--- config.mk ---
export PLATFORM = sky130hd
export DESIGN_NAME = agc_timepulse_gen
export DESIGN_NICKNAME = d
export VERILOG_FILES = /design/src/rtl/agc_timing_pkg.sv /design/src/rtl/agc_tp_ring.sv /design/src/rtl/agc_timepulse_gen.sv
export SDC_FILE = /design/constraint.sdc
export NUM_CORES = 1
export LEC_CHECK = 0
export ABC_AREA = 0
export CAP_MARGIN = 0
export CORE_MARGIN = 2
export CORE_UTILIZATION = 46
export CTS_CLUSTER_DIAMETER = 100
export DETAILED_ROUTE_END_ITERATION = 12
export PLACE_DENSITY = 0.74
export SKIP_CTS_REPAIR_TIMING = 1
export SLEW_MARGIN = 25
export SYNTH_ARGS = -nofsm -noshare
export SYNTH_HDL_FRONTEND = slang
export SYNTH_SLANG_ARGS = --single-unit
--- constraint.sdc ---
create_clock -name CLOCK -period 2 [get_ports CLOCK]
set_input_delay 0.2 -clock CLOCK [delete_from_list [all_inputs] [get_ports CLOCK]]
set_output_delay 0.2 -clock CLOCK [all_outputs]
set_load 0.01 [all_outputs]
--- src/rtl/agc_timing_pkg.sv ---
// Shared timing definitions for the AGC timepulse generator: index widths,
// phase-strobe positions and default geometry.
package agc_timing_pkg;

  localparam int unsigned DEF_NT        = 12;
  localparam int unsigned DEF_PHASES    = 4;
  localparam int unsigned DEF_GOJAM_LEN = 8;

  // Width of a counter holding 0..n-1, never less than one bit.
  function automatic int unsigned idx_w(input int unsigned n);
    return (n <= 32'd2) ? 32'd1 : 32'($clog2(n));
  endfunction

  function automatic int unsigned phs2_idx(input int unsigned phases);
    return phases / 32'd2 - 32'd1;
  endfunction

  function automatic int unsigned phs4_idx(input int unsigned phases);
    return phases - 32'd1;
  endfunction

  localparam int unsigned PH_W     = idx_w(DEF_PHASES);
  localparam int unsigned TP_W     = idx_w(DEF_NT);
  localparam int unsigned PHS2_IDX = phs2_idx(DEF_PHASES);
  localparam int unsigned PHS4_IDX = phs4_idx(DEF_PHASES);

  typedef logic [PH_W-1:0] ph_t;
  typedef logic [TP_W-1:0] tp_t;

endpackage

--- src/rtl/agc_tp_ring.sv ---
// Phase / timepulse counter pair with hold and force-load. Exposes the
// next-state values so the top can register decoded outputs alongside.
module agc_tp_ring
  import agc_timing_pkg::*;
#(
  parameter int unsigned NT     = DEF_NT,
  parameter int unsigned PHASES = DEF_PHASES,
  localparam int unsigned PW    = idx_w(PHASES),
  localparam int unsigned TW    = idx_w(NT)
) (
  input  logic          clk,
  input  logic          rst,
  input  logic          hold,
  input  logic          load,
  input  logic [PW-1:0] load_ph,
  input  logic [TW-1:0] load_tp,
  output logic [PW-1:0] ph_nxt_c,
  output logic [TW-1:0] tp_nxt_c,
  output logic          cyc_end_c
);

  logic [PW-1:0] ph_q, ph_d;
  logic [TW-1:0] tp_q, tp_d;
  logic          ph_wrap;

  always_comb begin
    ph_wrap   = (ph_q == PW'(PHASES - 1));
    cyc_end_c = ph_wrap && (tp_q == TW'(NT - 1));
    ph_d      = ph_q;
    tp_d      = tp_q;
    if (load) begin
      ph_d = load_ph;
      tp_d = load_tp;
    end else if (!hold) begin
      if (ph_wrap) begin
        ph_d = '0;
        tp_d = (tp_q == TW'(NT - 1)) ? '0 : tp_q + TW'(1);
      end else begin
        ph_d = ph_q + PW'(1);
      end
    end
    ph_nxt_c = ph_d;
    tp_nxt_c = tp_d;
  end

  always_ff @(posedge clk or posedge rst) begin
    if (rst) begin
      ph_q <= '0;
      tp_q <= TW'(NT - 1);
    end else begin
      ph_q <= ph_d;
      tp_q <= tp_d;
    end
  end

endmodule

--- src/rtl/agc_timepulse_gen.sv ---
// AGC timepulse generator: one-hot timepulses, phase strobes, GOJAM restart
// stretching, monitor stop / single-step and standby hold.
module agc_timepulse_gen
  import agc_timing_pkg::*;
#(
  parameter int unsigned NT        = DEF_NT,
  parameter int unsigned PHASES    = DEF_PHASES,
  parameter int unsigned GOJAM_LEN = DEF_GOJAM_LEN
) (
  input  logic          CLOCK,
  input  logic          rst,
  input  logic          STRT1,
  input  logic          STRT2,
  input  logic          MSTP,
  input  logic          MSTRTP,
  input  logic          SBY,
  output logic [NT-1:0] T,
  output logic [NT-1:0] T_,
  output logic          PHS2,
  output logic          PHS4,
  output logic          CT,
  output logic          EVNSET,
  output logic          ODDSET_,
  output logic          GOJAM,
  output logic          GOJAM_,
  output logic          STOP
);

  localparam int unsigned PHW     = idx_w(PHASES);
  localparam int unsigned TPW     = idx_w(NT);
  localparam int unsigned GJW     = idx_w(GOJAM_LEN + 1);
  localparam int unsigned PHS2_AT = phs2_idx(PHASES);
  localparam int unsigned PHS4_AT = phs4_idx(PHASES);
  localparam logic        EVN_RST = ((NT % 2) == 0);

  logic           stopped_q, stopped_d;
  logic           step_q, step_d;
  logic           full_q, full_d;
  logic [GJW-1:0] gj_q, gj_d;
  logic           mstrtp_q;

  logic [NT-1:0]  t_q, t_d;
  logic           ct_q, ct_d, phs2_q, phs2_d, phs4_q, phs4_d;
  logic           evn_q, evn_d, gojam_q, gojam_d, stop_q, stop_d;

  logic           hold, load;
  logic [TPW-1:0] load_tp;
  logic [PHW-1:0] ph_nxt_c;
  logic [TPW-1:0] tp_nxt_c;
  logic           cyc_end_c;
  logic           strt;

  assign strt = STRT1 | STRT2;

  agc_tp_ring #(.NT(NT), .PHASES(PHASES)) u_ring (
    .clk       (CLOCK),
    .rst       (rst),
    .hold      (hold),
    .load      (load),
    .load_ph   ('0),
    .load_tp   (load_tp),
    .ph_nxt_c  (ph_nxt_c),
    .tp_nxt_c  (tp_nxt_c),
    .cyc_end_c (cyc_end_c)
  );

  // Sequencer control plus decode of the next state into output registers.
  always_comb begin
    stopped_d = stopped_q;
    step_d    = step_q;
    full_d    = full_q;
    gj_d      = gj_q;
    hold      = stopped_q;
    load      = 1'b0;
    load_tp   = '0;

    if (strt) begin
      gj_d      = GJW'(GOJAM_LEN);
      full_d    = 1'b0;
      stopped_d = 1'b0;
      step_d    = 1'b0;
      hold      = 1'b0;
      load      = 1'b1;
      load_tp   = TPW'(NT - 1);
    end else if (stopped_q) begin
      if (MSTRTP && !mstrtp_q && !SBY) begin
        stopped_d = 1'b0;
        step_d    = 1'b1;
      end else if (!MSTP && !SBY) begin
        stopped_d = 1'b0;
      end
    end else if (cyc_end_c) begin
      // The partial lead-in cycle after a restart does not count toward GOJAM.
      step_d = 1'b0;
      full_d = 1'b1;
      if (full_q && (gj_q != '0)) gj_d = gj_q - GJW'(1);
      if ((gj_q == '0) && (MSTP || SBY)) stopped_d = 1'b1;
    end

    t_d     = NT'(1) << tp_nxt_c;
    ct_d    = !stopped_d && (ph_nxt_c < PHW'(PHASES / 2));
    phs2_d  = !stopped_d && (ph_nxt_c == PHW'(PHS2_AT));
    phs4_d  = !stopped_d && (ph_nxt_c == PHW'(PHS4_AT));
    evn_d   = tp_nxt_c[0];
    gojam_d = (gj_d != '0);
    stop_d  = stopped_d;
  end

  always_ff @(posedge CLOCK or posedge rst) begin
    if (rst) begin
      stopped_q <= 1'b0;
      step_q    <= 1'b0;
      full_q    <= 1'b0;
      gj_q      <= GJW'(GOJAM_LEN);
      mstrtp_q  <= 1'b0;
      t_q       <= {1'b1, {(NT - 1){1'b0}}};
      ct_q      <= 1'b1;
      phs2_q    <= 1'b0;
      phs4_q    <= 1'b0;
      evn_q     <= EVN_RST;
      gojam_q   <= 1'b1;
      stop_q    <= 1'b0;
    end else begin
      stopped_q <= stopped_d;
      step_q    <= step_d;
      full_q    <= full_d;
      gj_q      <= gj_d;
      mstrtp_q  <= MSTRTP;
      t_q       <= t_d;
      ct_q      <= ct_d;
      phs2_q    <= phs2_d;
      phs4_q    <= phs4_d;
      evn_q     <= evn_d;
      gojam_q   <= gojam_d;
      stop_q    <= stop_d;
    end
  end

  assign T       = t_q;
  assign T_      = ~t_q;
  assign PHS2    = phs2_q;
  assign PHS4    = phs4_q;
  assign CT      = ct_q;
  assign EVNSET  = evn_q;
  assign ODDSET_ = evn_q;
  assign GOJAM   = gojam_q;
  assign GOJAM_  = ~gojam_q;
  assign STOP    = stop_q;

endmodule

### After elaboration in Yosys (flattened, before gate mapping)

Index checks and enable logic that the tools add are counted.

* bitwise logic cells: 3
* shift operators: 1
* muxes and demuxes: 23
* magnitude comparators: 1
* equal/unequal tests: 5
* add/sub/neg operators: 3
* reductions and logical operators: 19

Operators with widths (number)
* two-way mux 4 bit: 9
* inverter 12 bit: 1
* left shift 1 x 4 -> 12 bit (first input constant): 1
* two-way mux 1 bit: 11
* logical AND 1 bit: 9
* nonzero test 4 bit: 2
* two-way mux 2 bit: 3
* adder 4 x 1 -> 4 bit (second input constant): 1
* equality test 2 bit (second input constant): 2
* equality test 4 bit (second input constant): 1
* logical NOT 1 bit: 4
* logical NOT 4 bit: 1
* subtractor 4 x 1 -> 4 bit (second input constant): 1
* adder 2 x 1 -> 2 bit (second input constant): 1
* equality test 2 x 1 -> 1 bit (second input constant): 1
* less-than comparator 2 bit (second input constant): 1
* inequality test 2 x 1 -> 1 bit (second input constant): 1
* AND reduction 2 bit: 1
* nonzero test 2 bit: 1
* logical OR 1 bit: 1
* inverter 1 bit: 1
* bitwise OR 1 bit: 1

* register bits after elaboration: 30
* word-level logic and storage cells: 67
* output and inout port bits: 32
* bits of input ports: 7

### Logic depth before layout (Yosys ltp)

* depth in word-level cells: 8
* depth in mapped cells: 7
* depth with buffers taken out: 6

### Modules after synthesis

A second synthesis with hierarchy kept.

* cell total of the unflattened synthesis: 131
* area total of the unflattened synthesis: 1355.0 sq um

By module, submodules not included
* agc_timepulse_gen: area an instance 979.7 sq um, cells each 93, seq. area each 606.8 sq um, times used 1
* agc_tp_ring: area an instance 375.4 sq um, cells each 38, seq. area each 153.9 sq um, times used 1

### Least setup slack after synthesis

Ideal clock, no wire load.

* path type: register to register
* from: reg u_ring.tp_q[0]
* to: reg t_q[4], in the netlist T[4]
* setup time: 0.086 ns
* path buffers: 0
* stages on the path, launching flop included: 7
* data arrival time: 1.729 ns
* clock period less this slack: 1.815 ns
* data required time: 1.914 ns
* path slack: 0.185 ns
* cell sequence: dfstp_2 ha_1 and3b_1 a211oi_2 inv_2 or3_1 nor3_1

* longest elaborated chain between the ends: 6
* elaborated cells between the ends (all ways): 7
* those cells by class: add/sub: 1; eq/ne: 1; shift: 1; mux: 4

RTL lines
* start, declared: RTL line agc_tp_ring.sv:23 `logic [TW-1:0] tp_q, tp_d;`
* start signal, assigned: RTL line agc_tp_ring.sv:49 `tp_q <= TW'(NT - 1);`
* start signal, assigned: RTL line agc_tp_ring.sv:52 `tp_q <= tp_d;`
* adder 4 x 1 -> 4 bit / equality test 4 bit (equally long branches): RTL line agc_tp_ring.sv:37 `tp_d = (tp_q == TW'(NT - 1)) ? '0 : tp_q + TW'(1);`
* two-way mux 4 bit (*): RTL line agc_tp_ring.sv:37
* two-way mux 4 bit (*): RTL line agc_tp_ring.sv:35 `if (ph_wrap) begin`
* two-way mux 4 bit (*): RTL line agc_tp_ring.sv:34 `end else if (!hold) begin`
* two-way mux 4 bit (*): RTL line agc_tp_ring.sv:31 `if (load) begin`
* net tp_nxt_c[1]: RTL line agc_timepulse_gen.sv:49 `logic [TPW-1:0] tp_nxt_c;`
* left shift 1 x 4 -> 12 bit (*): RTL line agc_timepulse_gen.sv:100 `t_d = NT'(1) << tp_nxt_c;`
* net t_d[4]: RTL line agc_timepulse_gen.sv:42 `logic [NT-1:0] t_q, t_d;`
* end signal, assigned: RTL line agc_timepulse_gen.sv:116 `t_q <= {1'b1, {(NT - 1){1'b0}}};`
* end signal, assigned: RTL line agc_timepulse_gen.sv:129 `t_q <= t_d;`
* end, declared: RTL line agc_timepulse_gen.sv:42

Mark *: on every way through the listed nets, which the timed path passes. The rest lies on a longest branch.
A chain may end at the register's enable or synchronous reset.

### Worst setup path in the final report

* from: reg u_ring.tp_q[0]
* to: reg t_q[5], in the netlist T[5]

Same word-level chain as after synthesis.

==> run metrics <==
status finished, final reports clean; Final setup viols 0; vias in the first global route 1,032; Slew HR 70.9%; Routed Antenna Nets 0; DRT met1 WL 1030 um; # nets final 182; largest net degree at the start of global routing 30; met2 routed WL 1370 um; gr usage total 18.4%; synthesized flop and latch total 29; post-synth design cell area 1340 um^2; Area Overhead vs Synth 37.3%; Critical-path top delay cell dfstp_2; measured slew at the worst slew-check pin 0.434 ns; final wirelength 2650 um; Core ar. 2760 um^2; Max Slew Vio Count 0; wire length on met3 207 um; syn nets 137; DRC violations left 0; Filler Cell Count 245; Clock transition at path regs 0.08 ns; CTS Buf Count 5; share of cells above drive strength 1 16.8%; Pwr Density 557 nW/um^2; PnR Total Power 1020 uW; Syn. warnings 0; die area 3350 um^2; final core occ 66.5%; nature of the critical path endpoint flop; Worst Path Required 2.23 ns; via density per instance 5.11; DP HPWL 2020 um; Layout Skew 0.00719 ns; Reg area 734 um^2; first-pass GRT wire length 4510 um; post-synth cell types 36; worst vdd rail ir drop 0.610 mV; FP Rows 19; post-DR wirelength/cell 13.0 um; Period minus WS final 1.89 ns; initial antenna violation count 0; worst skew pair latency 0.33 ns; crit-path max FO 6; Mean Syn Cell Area 10.5 um^2; Vias 1,042; GP Congestion 0.834; CP Class reg -> reg; Finished Cell Area 1830 um^2; RSZ-0062 raised after global routing no; WP buf/inv 1; CTS root buf clkbuf_4; Max Buffers Root-to-Sink 2; CP arrival 2.13 ns; CTS tree built; fin crit share 94.7%; most frequent cells in the layout 38 x clkdlybuf4s50_1, 22 x dfrtp_1, 18 x inv_1; critical path launch point type flop; Starting Density 48.4%; FMAX 0.528 GHz; Fin. Hold Viols 0; highest metal used met4; drt first-iter violations 13; Main synth FF type dfrtp_1; Max-Cap Viols 0; IO Count 39; Multi-input gate area 512 um^2; cells along the critical path ha_1 > and3b_1 > a211oi_2 > inv_2 > or3_1 > nor3_1; antenna cell count 0; Sink Count 29; Die Width 57.9 um; Synth Instances 127; DR pass1 iterations 4; CP delay by family, top simple AND/OR/NAND/NOR gates; CP max stage delay 0.58 ns; IO buf count 38; most common library cell in the layout ignoring fill and taps clkdlybuf4s50_1; fin cells 204; Die Ht 57.9 um; HP Class in -> async; setup_tns 0 ns; Leak 0.000765 uW; fraction of registers with async set/reset 100%; Seq/Total Area, Yosys 55.0%; dpl cells 196; grt ovf 0; htree depth 2; Post-synth EDFFs 0; Placement Cell Area 1760 um^2
cell type report:
type	count	share of cell area (%)
Multi-Input combinational cell	73	27.9
Tap cell	31	2.12
Timing Repair Buffer	42	22.4
Clock buffer	8	3.21
Inverter	21	4.30
Sequential cell	29	40.1
sequential cells by signal, summed over array words and instances (netlist names):
name and count:
T 12, gj_q 4, u_ring.tp_q 4, u_ring.ph_q 2, CT 1, GOJAM 1
PHS2 1, PHS4 1, STOP 1, full_q 1, mstrtp_q 1
kinds of logic after synthesis:
group,after synthesis,share of synthesized area (%)
simple gates,55,25.6
flops,29,55.0
mux,5,3.75
xor+xnor,1,0.656
fa+ha+maj,3,2.81
compound gates,9,4.69
buf+inv,25,7.50
metrics by stage:
stage / hold WS, ns / setup slack, ns
floorplan: 0.231 / 0.185
global placement: 0.540 / 0.185
detailed placement: 0.542 / 0.0680
CTS: 0.233 / 0.0517
global route: 0.260 / 0.0175
finish: 0.228 / 0.105
power breakdown:
group / total, uW / leakage (uW) / switching [uW] / internal [uW]
Clock: 365 / 0.0000326 / 192 / 173
Sequential: 596 / 0.000377 / 2.68 / 593
Combinational: 59.4 / 0.000356 / 31.3 / 28.1
Total: 1020 / 0.000765 / 226 / 794
worst reg2reg max path, delay by kind of cell, from the launching register on:
family | cells | cell delay, ns
AO/OA/AOI/OAI | 1 | 0.22
adder cells (fa/ha/maj) | 1 | 0.23
buffers and inverters | 1 | 0.06
flip-flops | 1 | 0.58
AND/OR/NAND/NOR | 3 | 0.70
cell usage after synthesis, drive strengths merged, types with 3 or more instances:
cell type / n / area share (%)
dfrtp: 22 / 41
nand3b: 3 / 2.0
nor4: 3 / 1.9
inv: 21 / 5.9
or3: 5 / 2.3
mux2i: 5 / 3.7
nor3: 15 / 5.6
dfstp: 7 / 14
ha: 3 / 2.8
nand2: 4 / 1.1
nor2: 12 / 3.4
buf: 3 / 1.3
layer usage:
metal / up-vias / track usage (%)
met5: - / 0
met4: 0 / 10.3
met3: 4 / 5.58
met2: 32 / 31.8
met1: 487 / 20.1
li1: 519 / -
worst paths after layout:
kind,cells past startpoint,slack (ns),to,from
worst min-delay path,3,0.23,T[2],rst
worst max-delay path,6,0.11,T[5],u_ring.tp_q[0]
min in group CLOCK,1,0.35,mstrtp_q,MSTRTP
worst min register to register,2,0.56,full_q,full_q
max in group asynchronous,3,1.46,u_ring.tp_q[3],rst
worst max register to register,6,0.11,T[5],u_ring.tp_q[0]
(Power assumes the default switching activity.)
